--- src/rtl/fx_pkg.sv ---
// Shared constants for the smart_ram effect scheduler: FSM encoding and
// default geometry of the sample path and RAM offset.
package fx_pkg;

    localparam int DEF_N_FX    = 2;
    localparam int DEF_ADDR_W  = 13;
    localparam int DEF_DATA_W  = 16;
    localparam int DEF_TIMEOUT = 1023;

    localparam int ST_W = 3;

    localparam logic [ST_W-1:0] ST_IDLE    = 3'd0;
    localparam logic [ST_W-1:0] ST_WR_REQ  = 3'd1;
    localparam logic [ST_W-1:0] ST_WR_WAIT = 3'd2;
    localparam logic [ST_W-1:0] ST_SCAN    = 3'd3;
    localparam logic [ST_W-1:0] ST_GRANT   = 3'd4;
    localparam logic [ST_W-1:0] ST_OUTPUT  = 3'd5;

endpackage

--- src/rtl/sram_effect_scheduler_edge_detect.sv ---
// Registered rising-edge detector: a level that is already high when observation
// starts does not count until it falls and rises again.
module edge_detect (
    input  logic clk,
    input  logic rst,
    input  logic d,
    output logic rise
);

    logic d_p1;

    always_ff @(posedge clk or posedge rst) begin
        if (rst) begin
            d_p1 <= 1'b0;
        end else begin
            d_p1 <= d;
        end
    end

    assign rise = d & ~d_p1;

endmodule

--- src/rtl/sram_effect_scheduler.sv ---
// Per-sample sequencer for the shared smart_ram delay buffer: writes each sample,
// then hands the RAM to every enabled effect in index order and emits the result.
module sram_effect_scheduler
    import fx_pkg::*;
#(
    parameter int N_FX    = DEF_N_FX,
    parameter int ADDR_W  = DEF_ADDR_W,
    parameter int DATA_W  = DEF_DATA_W,
    parameter int TIMEOUT = DEF_TIMEOUT
) (
    input  logic                     clk,
    input  logic                     rst,
    input  logic                     sample_valid,
    input  logic [DATA_W-1:0]        sample_in,
    input  logic [N_FX-1:0]          fx_enable,
    output logic [N_FX-1:0]          fx_my_turn,
    input  logic [N_FX-1:0]          fx_done,
    input  logic [N_FX-1:0]          fx_sram_rd,
    input  logic [N_FX*ADDR_W-1:0]   fx_sram_offset,
    input  logic [N_FX*DATA_W-1:0]   fx_data_out,
    output logic [DATA_W-1:0]        sram_data_in,
    output logic [ADDR_W-1:0]        sram_offset,
    output logic                     sram_wr,
    output logic                     sram_rd,
    input  logic                     sram_write_finish,
    input  logic                     sram_read_finish,
    input  logic                     sram_available,
    output logic [DATA_W-1:0]        sample_out,
    output logic                     sample_out_valid,
    output logic                     busy,
    output logic                     overrun,
    output logic [N_FX-1:0]          fx_timeout
);

    localparam int IDX_W = $clog2(N_FX + 1);
    localparam int TMR_W = $clog2(TIMEOUT + 1);

    logic [ST_W-1:0]   state;
    logic [IDX_W-1:0]  idx;
    logic [TMR_W-1:0]  timer;
    logic [N_FX-1:0]   en_l;
    logic [DATA_W-1:0] acc;

    logic [N_FX-1:0]   done_rise;
    logic              wf_rise;

    logic              sel_en;
    logic              sel_rise;
    logic              sel_rd;
    logic [ADDR_W-1:0] sel_off;
    logic [DATA_W-1:0] sel_data;
    logic [N_FX-1:0]   idx_mask;
    logic              grant_active;
    logic              scan_end;
    logic              timer_exp;

    // Read completion is informational only; nothing in the sequence waits on it.
    logic unused_status;
    assign unused_status = sram_read_finish;

    for (genvar g = 0; g < N_FX; g++) begin : g_done_edge
        edge_detect u_done_edge (
            .clk  (clk),
            .rst  (rst),
            .d    (fx_done[g]),
            .rise (done_rise[g])
        );
    end

    edge_detect u_wf_edge (
        .clk  (clk),
        .rst  (rst),
        .d    (sram_write_finish),
        .rise (wf_rise)
    );

    // Select the requester addressed by idx; idx == N_FX selects nothing.
    always_comb begin
        sel_en   = 1'b0;
        sel_rise = 1'b0;
        sel_rd   = 1'b0;
        sel_off  = '0;
        sel_data = '0;
        idx_mask = '0;
        for (int i = 0; i < N_FX; i++) begin
            if (idx == IDX_W'(i)) begin
                idx_mask[i] = 1'b1;
                sel_en      = en_l[i];
                sel_rise    = done_rise[i];
                sel_rd      = fx_sram_rd[i];
                sel_off     = fx_sram_offset[i*ADDR_W +: ADDR_W];
                sel_data    = fx_data_out[i*DATA_W +: DATA_W];
            end
        end
    end

    assign grant_active = (state == ST_GRANT);
    assign scan_end     = (idx == IDX_W'(N_FX));
    assign timer_exp    = (timer == TMR_W'(TIMEOUT - 1));

    // The write cycles never overlap GRANT, so wr and rd are mutually exclusive.
    assign sram_rd     = grant_active & sel_rd;
    assign sram_offset = grant_active ? sel_off : '0;

    always_ff @(posedge clk or posedge rst) begin
        if (rst) begin
            state            <= ST_IDLE;
            idx              <= '0;
            timer            <= '0;
            en_l             <= '0;
            fx_my_turn       <= '0;
            sram_wr          <= 1'b0;
            sram_data_in     <= '0;
            sample_out       <= '0;
            sample_out_valid <= 1'b0;
            busy             <= 1'b0;
            overrun          <= 1'b0;
            fx_timeout       <= '0;
        end else begin
            sample_out_valid <= 1'b0;
            if (sample_valid && (state != ST_IDLE)) begin
                overrun <= 1'b1;
            end

            case (state)
                ST_IDLE: begin
                    if (sample_valid) begin
                        en_l  <= fx_enable;
                        busy  <= 1'b1;
                        state <= ST_WR_REQ;
                    end
                end

                ST_WR_REQ: begin
                    if (sram_available) begin
                        sram_wr      <= 1'b1;
                        sram_data_in <= acc;
                        state        <= ST_WR_WAIT;
                    end
                end

                ST_WR_WAIT: begin
                    if (wf_rise) begin
                        sram_wr <= 1'b0;
                        idx     <= '0;
                        state   <= ST_SCAN;
                    end
                end

                ST_SCAN: begin
                    if (scan_end) begin
                        state <= ST_OUTPUT;
                    end else if (!sel_en) begin
                        idx <= idx + 1'b1;
                    end else begin
                        timer      <= '0;
                        fx_my_turn <= idx_mask;
                        state      <= ST_GRANT;
                    end
                end

                ST_GRANT: begin
                    // A done edge in the expiry cycle still counts as completion.
                    if (sel_rise) begin
                        fx_my_turn <= '0;
                        idx        <= idx + 1'b1;
                        state      <= ST_SCAN;
                    end else if (timer_exp) begin
                        fx_timeout <= fx_timeout | idx_mask;
                        fx_my_turn <= '0;
                        idx        <= idx + 1'b1;
                        state      <= ST_SCAN;
                    end else begin
                        timer <= timer + 1'b1;
                    end
                end

                ST_OUTPUT: begin
                    sample_out       <= acc;
                    sample_out_valid <= 1'b1;
                    busy             <= 1'b0;
                    state            <= ST_IDLE;
                end

                default: begin
                    state <= ST_IDLE;
                end
            endcase
        end
    end

    // Sample accumulator: carries the sample through the effect chain.
    always_ff @(posedge clk) begin
        if ((state == ST_IDLE) && sample_valid) begin
            acc <= sample_in;
        end else if (grant_active && sel_rise) begin
            acc <= sel_data;
        end
    end

endmodule

--- config.mk ---
export PLATFORM = sky130hd
export DESIGN_NAME = sram_effect_scheduler
export DESIGN_NICKNAME = d
export VERILOG_FILES = /design/src/rtl/fx_pkg.sv /design/src/rtl/sram_effect_scheduler_edge_detect.sv /design/src/rtl/sram_effect_scheduler.sv
export SDC_FILE = /design/constraint.sdc
export NUM_CORES = 1
export LEC_CHECK = 0
export ABC_AREA = 1
export CORE_ASPECT_RATIO = 1.2
export CORE_MARGIN = 3
export CORE_UTILIZATION = 48
export CTS_CLUSTER_SIZE = 16
export DETAILED_ROUTE_END_ITERATION = 10
export PLACE_DENSITY = 0.84
export SYNTH_ARGS = -nofsm -noshare
export SYNTH_HDL_FRONTEND = slang
export SYNTH_SLANG_ARGS = --single-unit
--- constraint.sdc ---
create_clock -name clk -period 3.93 [get_ports clk]
set_input_delay 0.786 -clock clk [delete_from_list [all_inputs] [get_ports clk]]
set_output_delay 0.786 -clock clk [all_outputs]
set_load 0.1 [all_outputs]
Word level (Yosys, flattened, before mapping) --
Cells that the tools add are included. Widths: inputs -> output; s select.
Word-level totals: flip-flop bits (word level) 76, input port bits 86, output and inout bits 54
Operators by class: add/subtract/negate cells 2, equal/unequal tests 18, multiplexer cells 45, bitwise logic cells 9, reduce and logical (&&, ||, !) cells 20
Operators with widths (count):
- $mux 16 | 4
- $mux 10 | 4
- $mux 13 | 3
- $mux 3 | 7
- $pmux 10 s2 | 1
- $mux 2 | 9
- $pmux 3 s5 | 1
- $reduce_and 5->1 | 3
- $ne 2x2->1 const B | 7
- $mux 1 | 12
- $add 10x1->10 const B | 1
- $eq 10x10->1 const B | 1
- $reduce_bool 2->1 | 4
- $eq 3x2->1 const B | 2
- $eq 3x3->1 const B | 2
- $pmux 2 s3 | 1
- $reduce_and 2->1 | 3
- $reduce_and 3->1 | 2
- $reduce_bool 3->1 | 2
- $and 1x1->1 | 4
- $not 1->1 | 4
- $pmux 1 s2 | 2
- $pmux 2 s2 | 1
- $reduce_and 4->1 | 1
- 11 further kinds | 13

Longest topological paths before layout --
word-level depth 7, mapped depth 11, mapped depth without buffers 11

Cells and area by module --
A second synthesis with hierarchy kept.
Unflattened totals: cells, all modules 453, area total of the unflattened synthesis 3771.1 um^2
By module, submodules not included:
- sram_effect_scheduler | times used 1, cells an instance 441, area each 3654.8 um^2, sequential area each 1906.8 um^2
- edge_detect | times used 3, cells an instance 4, area each 38.8 um^2, sequential area each 25.0 um^2

Worst setup path after synthesis --
OpenSTA, ideal clock, no wires.
path type reg-to-output, from register idx[0], to output sram_offset[0], arrival time 2.731 ns, data required time 3.144 ns, setup slack 0.413 ns, stages on the path, launching flop included 7, path buffers 2, path through dfrtp_1 > ha_1 > buf_2 > nor2_1 > clkbuf_1 > nand2_1 > a21oi_1
Between the ends: longest elaborated chain between the ends 4, elaborated cells on any way between the ends 5, those cells by class 1 x eq/ne; 3 x mux; 1 x reduce/logical
Ends and longest elaborated chain:
- start, declared | line sram_effect_scheduler.sv:39 | logic [IDX_W-1:0] idx;
- start signal, assigned | line sram_effect_scheduler.sv:154 | idx <= idx + 1'b1;
- start signal, assigned | line sram_effect_scheduler.sv:166 | idx <= idx + 1'b1;
- start signal, assigned | line sram_effect_scheduler.sv:171 | idx <= idx + 1'b1;
- $logic_not 2->1 | line sram_effect_scheduler.sv:86 | if (idx == IDX_W'(i)) begin
- $mux 13 | line sram_effect_scheduler.sv:86
- $mux 13 * | line sram_effect_scheduler.sv:86
- $mux 13 * | line sram_effect_scheduler.sv:103 | assign sram_offset = grant_active ? sel_off : '0;
- end, declared | line sram_effect_scheduler.sv:22 | output logic [ADDR_W-1:0] sram_offset,
Mark *: on every way between the ends. The rest lies on a longest branch, timed or not.

Worst setup path after layout --
from register idx[0], to output sram_offset[3]
The elaborated chain is that of the path after synthesis.

==> results.sh <==
export IMPL_status="complete, no violations"
export IMPL_path_max_fanout=23
export IMPL_coreArea_sq_um=7710
export IMPL_end_kind="output port"
export IMPL_die_h_microns=104
export IMPL_cts_root_buf="clkbuf_8"
export IMPL_synth_edf_count=16
export IMPL_worst_pin_slew_ns=1.22
export IMPL_clockBufferDepth=2
export IMPL_start_kind="flop"
export IMPL_internal_power_mw=2.23
export IMPL_slew_headroom_pct=18.3
export IMPL_synthesis_area_sq_um=3830
export IMPL_final_area_sq_um=5450
export IMPL_dpl_cell_area_sq_um=5220
export IMPL_critPathBufInv=3
export IMPL_antenna_left=0
export IMPL_cap_violations=0
export IMPL_grt_start_max_net_pins=37
export IMPL_post_route_period_util_pct=83.1
export IMPL_critPathKind="reg -> out"
export IMPL_wirelength_microns=9800
export IMPL_htree_levels=3
export IMPL_synth_top_area_share_pct=39.2
export IMPL_dpl_cell_count=678
export IMPL_worstReg2RegEnd="acc[12]"
export IMPL_clkPwrFrac_pct=13.7
export IMPL_area_growth_pct=42.1
export IMPL_r2r_cells=8
export IMPL_tns_ns=0
export IMPL_dr_pass1_iters=5
export IMPL_grt_pass1_wl_microns=16100
export IMPL_io_pins=140
export IMPL_yosys_warnings=0
export IMPL_hold_buffers=0
export IMPL_synth_area_top_cells="dfrtp_1 (39%), nand2_1 (14%), edfxtp_1 (13%)"
export IMPL_r2r_slack_ns=1.18
export IMPL_cts_tree="built"
export IMPL_cts_resized=0
export IMPL_max_stage_delay_ns=0.65
export IMPL_hpwl_microns=7300
export IMPL_required_ns=3.14
export IMPL_irDropWorstVdd_mv=0.860
export IMPL_portBuffers=138
export IMPL_cts_clk_slew_worst_paths_ns=0.09
export IMPL_path_common_cell="inv_1"
export IMPL_initial_utilization_pct=49.7
export IMPL_pwr_share_seq_pct=26.0
export IMPL_combPwrFrac_pct=60.3
export IMPL_drt_iter0_drc=253
export IMPL_slowest_stage="nor2_2"
export IMPL_rows=35
export IMPL_cts_sinks=76
export IMPL_whs_path_depth=2
export IMPL_skew_ns=0.00635
export IMPL_final_cell_mix="nand2_1 (139), clkdlybuf4s50_1 (124), dfrtp_1 (60), nor2_1 (45), a21oi_1 (34)"
export IMPL_grt_pass1_vias=3489
export IMPL_final_common_cell="nand2_1"
export IMPL_final_util_pct=70.7
export IMPL_fin_nets=688
export IMPL_r2r_start="idx[0]"
export IMPL_dr_total_vias=3657
export IMPL_synth_seq_cells=76
export IMPL_yosys_area_top_type="dfrtp_1"
export IMPL_grt_use_total_pct=22.3
export IMPL_p_sw_mw=2.73
export IMPL_rsz0062_at_grt="false"
export IMPL_async_reset_ff_share_pct=78.9
export IMPL_avgSynthCellArea_sq_um=8.24
export IMPL_leakagePower_nw=2.47
export IMPL_cts_buffers_inserted=9
export IMPL_post_cts_buffers=0
export IMPL_max_clock_freq_mhz=306
export IMPL_dieWidth_microns=87.6
export IMPL_p_per_area_nw_per_um2=910
export IMPL_cp_top_family="simple AND/OR/NAND/NOR gates"
export IMPL_setup_viol=0
export IMPL_wl_per_cell_microns=14.1
export IMPL_syn_nets=556
export IMPL_final_cell_count_no_fill=694
export IMPL_whs_endpoint="fx_my_turn[1]"
export IMPL_antenna_found_initial=0
export IMPL_slew_violations=0
export IMPL_diodes=0
export IMPL_seq_area_frac_synth_pct=51.7
export IMPL_cp_arrival_ns=2.48
export IMPL_dieArea_sq_um=9100
export IMPL_drc=0
export IMPL_worstHoldStart="fx_my_turn[1]"
export IMPL_ys_flop_type="dfrtp_1"
export IMPL_synthCells=465
export IMPL_fin_crit_ns=3.27
export IMPL_synth_cell_types=34
export IMPL_path_cells="inv_1 > ha_1 > inv_1 > nor2_2 > nand2_1 > a21oi_1 > buf_4"
export IMPL_grt_overflow=0
export IMPL_avgViaCountPerCell=5.27
export IMPL_gp_congestion=0.891
export IMPL_clock_latency_ns=0.35
export IMPL_min_path_type="reg -> reg"
export IMPL_switching_share_pct=55.0
export IMPL_layout_drive_gt1_share_pct=9.14
export IMPL_finalHoldViolCount=0
sequential cells by signal, summed over array words and instances (netlist names), 2 cells and up:
register / cells
acc: 16
en_l: 2
fx_my_turn: 2
fx_timeout: 2
g_done_edge.u_done_edge.d_p1: 2
idx: 2
sample_out: 16
sram_data_in: 16
state: 3
timer: 10
final cells by class:
type | count | area (sq um)
multi-input cells | 330 | 1610
clock buffers | 9 | 124
fillers | 604 | 2260
well taps | 92 | 115
flip-flops and latches | 76 | 1980
repair buffers | 141 | 1370
clock inverters | 7 | 104
inverters | 39 | 148
synth_stat cells, types with 2 or more instances:
cell type / number
buf_2: 9
o21ai_1: 32
o21bai_1: 3
nand2_4: 2
ha_1: 5
nand2_1: 139
nor2_2: 4
buf_6: 2
inv_1: 34
dfrtp_1: 60
a21oi_1: 34
nand3b_1: 4
nand2_2: 4
nand4_1: 2
edfxtp_1: 16
nor3_1: 2
clkbuf_1: 8
a22oi_1: 16
nand3_1: 26
inv_2: 4
nor2_1: 46
metrics by stage:
step                total power [mW]  hold slack, ns  setup slack [ns]
floorplan                       3.57           0.465             0.413
global placement                4.22           0.440              1.14
detailed placement              4.29           0.467              1.06
CTS                             4.97           0.485             0.661
global route                    5.23           0.501             0.545
finish                          4.96           0.478             0.664
power groups by stage:
stage               logic [mW]  clock network, mW  registers [mW]
floorplan                 1.08                  0            2.49
global placement          2.93                  0            1.29
detailed placement        2.98                  0            1.30
CTS                       3.00              0.688            1.29
global route              3.19              0.719            1.32
finish                    2.99              0.681            1.29
worst reg2reg max path: cells and delay by family (launching register included):
kind                       cells  cell delay [ns]
adders and majority gates      1             0.17
buffers and inverters          2             0.18
DFF                            1             0.42
and+or+nand+nor                5             1.62
how the worst max path moves through the flow:
stage,from,endpoint,slack (ns),depth (start not counted)
after floorplan,idx[0],sram_offset[0],0.41,6
after global placement,idx[0],sram_offset[3],1.14,7
after detailed placement,idx[0],sram_offset[3],1.06,7
after CTS,idx[0],sram_offset[3],0.66,7
after global routing,idx[0],sram_offset[3],0.55,7
final,idx[0],sram_offset[3],0.66,7
routing by layer:
| metal | GRT usage [%] | vias to the layer above | part of all wire [%] |
|---|---|---|---|
| li1 | - | 1790 | - |
| met1 | 28.9 | 1701 | 40 |
| met2 | 36.4 | 149 | 50 |
| met3 | 5.15 | 17 | 7.6 |
| met4 | 7.68 | 0 | 2.2 |
| met5 | 0 | - | 0 |
kinds of logic (layout without fill, tap and decap cells):
group,after synthesis,count (layout),synth area share [%]
DFF,76,76,51.7
AOI/OAI and AO/OA,89,89,13.1
and+or+nand+nor,233,233,26.3
buffers and inverters,59,196,6.49
xor gates and xnor gates,1,1,0.229
muxes,2,2,0.587
adders and majority gates,5,5,1.63
No activity file was read; power rests on OpenSTA's default activity.
